==> src/rtl/imem_loader_if.sv <==
// Byte-stream in, instruction-memory write port out.
// Loader side is the slave modport; the byte source drives the master side.
interface imem_loader_if #(
  parameter int ADDR_W = 12
);
  logic              in_valid;
  logic [7:0]        in_data;
  logic              in_ready;
  logic              we;
  logic [ADDR_W-1:0] waddr;
  logic [31:0]       wdata;
  logic              core_hold;
  logic              done;
  logic              err;

  modport slave (
    input  in_valid, in_data,
    output in_ready, we, waddr, wdata,
    output core_hold, done, err
  );

  modport master (
    output in_valid, in_data,
    input  in_ready, we, waddr, wdata,
    input  core_hold, done, err
  );
endinterface

==> src/rtl/imem_loader.sv <==
// Boot loader: length-prefixed little-endian byte stream
// into instruction memory, holding the core while loading.
module imem_loader #(
  parameter int ADDR_W = 12
) (
  input logic         clk,
  input logic         rst_n,
  imem_loader_if.slave bus
);
  typedef enum logic [2:0] {
    IDLE, LEN, DATA, WRITE, DONE
  } st_t;

  localparam logic [32:0] CAP = 33'd1 << ADDR_W;

  st_t st, st_n;

  logic              live;
  logic              hold_q;
  logic              err_q;
  logic [1:0]        bidx;
  logic [31:0]       n;
  logic [31:0]       wreg;
  logic [ADDR_W:0]   cnt;
  logic [ADDR_W:0]   cnt_inc;
  logic [ADDR_W-1:0] waddr_q;
  logic [31:0]       wdata_q;
  logic [31:0]       len_full;
  logic              acc;
  logic              last_b;
  logic              too_big;

  assign acc = bus.in_valid && bus.in_ready;
  assign last_b = (bidx == 2'd3);
  assign len_full = {bus.in_data, n[31:8]};
  assign too_big = {1'b0, len_full} > CAP;
  assign cnt_inc = cnt + 1'b1;

  assign bus.in_ready = live &&
    (st == IDLE || st == LEN || st == DATA);
  assign bus.we = (st == WRITE);
  assign bus.done = (st == DONE);
  assign bus.waddr = waddr_q;
  assign bus.wdata = wdata_q;
  assign bus.core_hold = hold_q;
  assign bus.err = err_q;

  // State register.
  always_ff @(posedge clk or negedge rst_n) begin
    if (!rst_n) st <= IDLE;
    else        st <= st_n;
  end

  // Next-state: header, data bytes, one write cycle per word.
  always_comb begin
    st_n = st;
    unique case (st)
      IDLE: if (acc) st_n = LEN;
      LEN: begin
        if (acc && last_b) begin
          if (len_full == 32'd0) st_n = DONE;
          else if (too_big)      st_n = IDLE;
          else                   st_n = DATA;
        end
      end
      DATA: if (acc && last_b) st_n = WRITE;
      WRITE: begin
        if (32'(cnt_inc) == n) st_n = DONE;
        else                   st_n = DATA;
      end
      DONE: st_n = IDLE;
      default: st_n = IDLE;
    endcase
  end

  // Datapath: byte shift-in, counters, write-port and status registers.
  always_ff @(posedge clk or negedge rst_n) begin
    if (!rst_n) begin
      live    <= 1'b0;
      hold_q  <= 1'b0;
      err_q   <= 1'b0;
      bidx    <= 2'd0;
      n       <= 32'd0;
      wreg    <= 32'd0;
      cnt     <= '0;
      waddr_q <= '0;
      wdata_q <= 32'd0;
    end else begin
      live   <= 1'b1;
      hold_q <= (st_n == LEN) || (st_n == DATA) ||
                (st_n == WRITE);
      unique case (st)
        IDLE: begin
          if (acc) begin
            n     <= {bus.in_data, n[31:8]};
            bidx  <= 2'd1;
            err_q <= 1'b0;
          end
        end
        LEN: begin
          if (acc) begin
            n    <= len_full;
            bidx <= bidx + 2'd1;
            if (last_b) begin
              cnt <= '0;
              if (too_big) err_q <= 1'b1;
            end
          end
        end
        DATA: begin
          if (acc) begin
            wreg <= {bus.in_data, wreg[31:8]};
            bidx <= bidx + 2'd1;
            if (last_b) begin
              wdata_q <= {bus.in_data, wreg[31:8]};
              waddr_q <= cnt[ADDR_W-1:0];
            end
          end
        end
        WRITE: begin
          cnt  <= cnt_inc;
          bidx <= 2'd0;
        end
        default: ;
      endcase
    end
  end
endmodule

==> src/flat_wrapper.sv <==
// flat-port wrapper written by rule: the top's interface ports become plain ports
module imem_loader_flat 
#(
  parameter int ADDR_W = 12
)
  (clk, rst_n, bus_in_valid, bus_in_data, bus_in_ready, bus_we, bus_waddr, bus_wdata, bus_core_hold, bus_done, bus_err);
  imem_loader_if #(.ADDR_W(ADDR_W)) bus_i ();
  input logic clk;
  input logic rst_n;
  input wire logic [$bits(bus_i.in_valid)-1:0] bus_in_valid;
  input wire logic [$bits(bus_i.in_data)-1:0] bus_in_data;
  output wire logic [$bits(bus_i.in_ready)-1:0] bus_in_ready;
  output wire logic [$bits(bus_i.we)-1:0] bus_we;
  output wire logic [$bits(bus_i.waddr)-1:0] bus_waddr;
  output wire logic [$bits(bus_i.wdata)-1:0] bus_wdata;
  output wire logic [$bits(bus_i.core_hold)-1:0] bus_core_hold;
  output wire logic [$bits(bus_i.done)-1:0] bus_done;
  output wire logic [$bits(bus_i.err)-1:0] bus_err;
  assign bus_i.in_valid = bus_in_valid;
  assign bus_i.in_data = bus_in_data;
  assign bus_in_ready = bus_i.in_ready;
  assign bus_we = bus_i.we;
  assign bus_waddr = bus_i.waddr;
  assign bus_wdata = bus_i.wdata;
  assign bus_core_hold = bus_i.core_hold;
  assign bus_done = bus_i.done;
  assign bus_err = bus_i.err;
  imem_loader #(.ADDR_W(ADDR_W)) u_core (.clk(clk), .rst_n(rst_n), .bus(bus_i));
endmodule
==> config.mk <==
export PLATFORM = sky130hd
export DESIGN_NAME = imem_loader_flat
export DESIGN_NICKNAME = d
export VERILOG_FILES = /design/src/rtl/imem_loader_if.sv /design/src/rtl/imem_loader.sv /design/src/flat_wrapper.sv
export SDC_FILE = /design/constraint.sdc
export NUM_CORES = 1
export LEC_CHECK = 0
export ABC_AREA = 1
export BUFFER_PORTS_ARGS = -buffer_cell sky130_fd_sc_hd__buf_2
export CAP_MARGIN = 20
export CORE_MARGIN = 1
export CORE_UTILIZATION = 55
export CTS_CLUSTER_SIZE = 14
export DETAILED_ROUTE_END_ITERATION = 16
export GPL_ROUTABILITY_DRIVEN = 0
export GPL_TIMING_DRIVEN = 0
export PLACE_DENSITY_LB_ADDON = 0.1
export SYNTH_ARGS = -nofsm -noshare
export SYNTH_HDL_FRONTEND = slang
export SYNTH_SLANG_ARGS = --single-unit
export TNS_END_PERCENT = 10
==> constraint.sdc <==
create_clock -name clk -period 4.7 [get_ports clk]
set_input_delay 0.94 -clock clk [delete_from_list [all_inputs] [get_ports clk]]
set_output_delay 0.94 -clock clk [all_outputs]
set_load 0.1 [all_outputs]
Word-level counts from Yosys, hierarchy flattened
Cells that the tools add are included.
{ "word_totals": {"reg_bits": 129, "in_bits": 11, "out_inout_bits": 49, "wordCells": 65} }
{ "op_classes": {"addsub": 2, "order_cmp": 1, "n_eq_ne": 14, "n_mux": 18, "n_reduce_logical": 20} }
{ "op_table": {"columns": ["cell", "count"], "rows": [
  ["$eq A13 B32 Y1", 1],
  ["$gt A32 B13 Y1 const B", 1],
  ["$logic_not A32 Y1", 1],
  ["$mux W13", 2],
  ["$pmux W13 S2", 1],
  ["$mux W3", 5],
  ["$add A13 B1 Y13 const B", 1],
  ["$eq A3 B2 Y1 const B", 4],
  ["$pmux W3 S4", 1],
  ["$ne A2 B1 Y1 const B", 5],
  ["$reduce_and A3 Y1", 3],
  ["$eq A3 B1 Y1 const B", 2],
  ["$mux W2", 3],
  ["$pmux W2 S3", 1],
  ["$reduce_and A5 Y1", 1],
  ["$logic_or A1 B1 Y1", 4],
  ["$mux W1", 4],
  ["$reduce_and A2 Y1", 2],
  ["$reduce_bool A2 Y1", 2],
  ["$reduce_or A2 Y1", 2],
  ["$eq A3 B3 Y1 const B", 1],
  ["$logic_and A1 B1 Y1", 3],
  ["$logic_not A3 Y1", 1],
  ["$reduce_bool A3 Y1", 1],
  ["other kinds (3)", 3]
]} }

Logic depth before layout (Yosys ltp)
{ "depth": {"word_depth": 11, "ltp_mapped": 13, "mapped_depth_nobuf": 13} }

Worst setup path before layout
Ideal clock, no wire load.
{ "synth_path": {"kind": "reg-to-output", "start": "reg u_core.st[1]", "end": "out bus_done", "arrival_time_ps": 2476, "required_time_ps": 3760, "setup_slack_ps": 1284, "stages_incl_launch_ff": 2, "path_buffers": 0, "cell_sequence": "dfrtp_1 nor3_1"} }
{ "synth_between": {"elab_chain_cells": 1} }
{ "synth_lines": {"columns": ["element", "line", "text"], "rows": [
  ["from (decl)", "imem_loader.sv:16", "st_t st, st_n;"],
  ["from (signal assigned)", "imem_loader.sv:51", "else st <= st_n;"],
  ["$eq A3 B3 Y1", "imem_loader.sv:42", "assign bus.done = (st == DONE);"],
  ["to (decl)", "flat_wrapper.sv:17", "output wire logic [$bits(bus_i.done)-1:0] bus_done;"]
]} }
Every way passes these cells.

Worst setup path after layout
{ "layout_path": {"start": "reg u_core.st[0]", "end": "out bus_we"} }
{ "layout_between": {"elab_chain_cells": 1} }
{ "layout_lines": {"columns": ["element", "line", "text"], "rows": [
  ["$eq A3 B2 Y1", "imem_loader.sv:41", "assign bus.we = (st == WRITE);"],
  ["to (decl)", "flat_wrapper.sv:13", "output wire logic [$bits(bus_i.we)-1:0] bus_we;"]
]} }
Every way passes these cells.

==> impl_metrics.yaml <==
cts:
  clock_sink_count: 121
  tritoncts: "done"
  cts_buffers: 17
  cts_hold_bufs: 0
  cts_max_path_buffers: 2
  cts_resized: 0
  htree_num_levels: 4
  cts_setup_buffers: 0
  cts-root-buf: "clkbuf_8"
  cts.reportedPaths.clkPinSlew_ns: 0.06
  worst_skew_pair.late_latency_ns: 0.51
flow_run:
  max-cap-violations: 0
setup_path:
  crit_path_cell_trace: "inv_1 -> nor2_1 -> inv_1 -> nor2_2 -> buf_2"
  cp-end-kind: "primary output"
  startpoint: "u_core.st[0]"
  register_to_register_setup_slack_ns: 2.61
  required_ns: 3.76
  worst-setup-path-type: "reg -> out"
  crit-reg2reg-capture: "u_core.bus.core_hold"
  ff2ff_path_depth: 12
  critical_path.slowest_cell: "buf_2"
  worstPathArrival_ns: 1.92
  critical_path.startpoint_type: "flop"
  r2r_start: "u_core.cnt[0]"
  delay_contributed_by_the_slowest_stage_of_the_critical_path_ns: 0.49
  critical_path.most_common_cell: "inv_1"
  critical_path_peak_fanout: 6
  setup.worst_path.end: "bus_we"
logic_synthesis:
  netlist_instances: 567
  synthTopCellsByArea: "dfrtp_1 57%, nand2_1 8.2%, inv_1 4.4%, nor2_1 4.4%, mux2_4 4.2%"
  synth-compound-area-share_pct: 10.4
  syn_nets: 580
  netlist.area_leader.share_pct: 56.8
  synth_mux_area_share_pct: 5.91
  synthArstFlopShare_pct: 100
  synth_flop_cell: "dfrtp_1"
  synth-seq-area-share_pct: 56.8
  synth_top_cells_by_count: "121 x dfrtp_1, 116 x nand2_1, 63 x inv_1, 62 x nor2_1, 38 x o21ai_0"
  yosys.area_share.adder_pct: 0.469
  yosys_warnings: 0
  count_of_flip_flops_with_a_built_in_enable_after_synthesis: 0
  synth_xor_area_share_pct: 0.985
  syn_area_per_cell_um2: 9.41
  synth.distinct_cells: 33
  post_synth_and_or_nand_nor_area_fraction_pct: 18.4
  synthMostInstantiatedCell: "dfrtp_1"
  post-synth-top-area-cell: "dfrtp_1"
  largest_family_of_logic_cells_by_synthesized_area: "simple AND/OR/NAND/NOR gates"
  ys_seq_elements: 121
  post_syn_area_um2: 5340
timing:
  final_hold_viol_count: 0
  final.setup_skew_ns: 0.00809
  setup_viol_count_final: 0
  total_negative_setup_slack_ns: 0
  post-route-min-period_ns: 2.86
  post-route-period-util_pct: 60.9
  final-max-slew-violation-count: 0
  clock.fmax_mhz: 350
  unrepaired_setup_endpoints_after_global_routing: "no"
  post-route-worst-setup-slack_ns: 1.84
finish:
  fillerInstances: 732
  antenna_diode_count: 0
  nets: 659
  synthToLayoutAreaGrowth_pct: 19.6
  share_of_cells_above_drive_strength_1_pct: 23.7
die:
  initial_utilization_pct: 57.2
  placementRows: 35
  core-area_um2: 9330
  die_w_um: 100
  area_of_the_die_um2: 10100
  die_height_um: 100
  design.portCount: 60
pwr:
  power.combinational.fraction_pct: 12.1
  p_seq_share_pct: 43.2
  net-switching-power_uw: 785
  powerDensity_nw_per_um2: 425
  leakage_nw: 3.21
  power_frac_clock_pct: 44.8
  power_switching_share_pct: 29.0
  power_report.internal_total_mw: 1.93
  worst_ir_drop_vdd_uv: 317
placed_design:
  pre_cts_ws_ns: 2.37
  numPortBuffers: 59
  dp_hpwl_um: 8270
drt:
  drt-pass1-iter-count: 5
  vias: 4176
  detail-route-antenna-nets: 0
  post-route-drc-count: 0
  drt-wirelength-per-cell_um: 15.2
  drt_iter0_drc: 202
  drt_wl_total_um: 11900
  avgViaCountPerCell: 5.30
global_route:
  overall_routing_resource_usage_pct: 25.9
  grt_overflow_total: 0
  via_count_of_the_first_global_routing_pass: 4000
  largest_net_degree_at_the_start_of_global_routing: 76
  grt_first_pass_wirelength_um: 19800
  antenna_violations_before_repair: 0
hold_path:
  min_path_type: "in -> async"
status:
  run_status: "finished clean"
==> layout by cell type, fill, tap and decap left out, drive strengths merged <==
cell type and instances:
nand3 34, nor3 3, bufinv 1, ha 2
dfrtp 121, and3 1, clkinvlp 5, mux2 23
nand4 3, nor4 3, clkbuf 22, nand2 118
or2 2, o21a 8, inv 73, o22ai 11
clkinv 1, o21ai 39, conb 1, buf 76
o211ai 1, xnor2 1, xor2 5, a21oi 36
nor2 69
==> per-layer routing <==
metal  global-route usage [%]  vias up  share of wire, %
met3                     6.10       14               5.0
met2                     40.7      119                48
li1                         -     1984                 -
met4                     7.25        0               1.2
met5                        0        -                 0
met1                     36.3     2059                46
==> power by group through the flow <==
| stage | Combinational, mW | Clock (mW) | Sequential [mW] |
|---|---|---|---|
| floorplan | 0.181 | 0 | 1.23 |
| global placement | 0.316 | 0 | 1.18 |
| detailed placement | 0.325 | 0 | 1.19 |
| CTS | 0.328 | 1.22 | 1.17 |
| global route | 0.360 | 1.29 | 1.18 |
| finish | 0.327 | 1.21 | 1.17 |
==> registers in the layout (all words and copies together) (netlist names) <==
signal / flops
u_core.cnt: 13
u_core.bus.err: 1
u_core.bus.core_hold: 1
u_core.live: 1
u_core.st: 3
u_core.bus.wdata: 32
u_core.bus.waddr: 12
u_core.n: 32
u_core.bidx: 2
u_core.wreg: 24
==> worst max-delay path: cells and delay by family (launching register included) <==
kind          cells  cell delay [ns]
buf+inv           3             0.65
flops             1             0.38
simple gates      2             0.38
==> final cells by class <==
cell class | instances | area [um2] | area share (%)
flip-flops and latches | 121 | 3030 | 47.5
multi-input cells | 360 | 1930 | 30.3
clock buffers | 18 | 418 | 6.55
repair buffers | 60 | 329 | 5.16
inverters | 66 | 248 | 3.88
well taps | 129 | 161 | 2.53
clock inverters | 14 | 138 | 2.16
plain buffers | 20 | 128 | 2.00
==> through the flow <==
| step | std cells | instance area [um2] | util [%] | hold slack [ns] | power [mW] |
|---|---|---|---|---|---|
| 2_1_floorplan | 567 | 5340 | - | 0.453 | 1.41 |
| 3_3_place_gp | 755 | 5790 | 62.1 | 0.467 | 1.50 |
| 3_5_place_dp | 756 | 5830 | 62.5 | 0.474 | 1.51 |
| 4_1_cts | 788 | 6380 | 68.4 | 0.360 | 2.72 |
| 5_1_grt | 788 | 6380 | 68.4 | 0.368 | 2.83 |
| 6_report | 788 | 6380 | 68.4 | 0.346 | 2.71 |
==> worst min-delay path by stage <==
stage                         start             endpoint  slack, ns  cells after the start
floorplan              u_core.n[18]         u_core.n[10]       0.45                      2
global placement    u_core.wreg[16]      u_core.wreg[16]       0.47                      2
detailed placement  u_core.wreg[16]      u_core.wreg[16]       0.47                      2
CTS                           rst_n  u_core.bus.waddr[6]       0.36                      1
global route                  rst_n  u_core.bus.waddr[6]       0.37                      1
finish                        rst_n  u_core.bus.waddr[6]       0.35                      1
==> logic make-up (layout without fill, tap and decap cells) <==
group	after synthesis	count (layout)
flops	121	121
xor+xnor	6	6
fa+ha+maj	2	2
simple gates	233	233
buf+inv	86	178
compound gates	95	95
other cells	1	1
mux	23	23
Note: power is estimated with default switching activity, not from simulation.
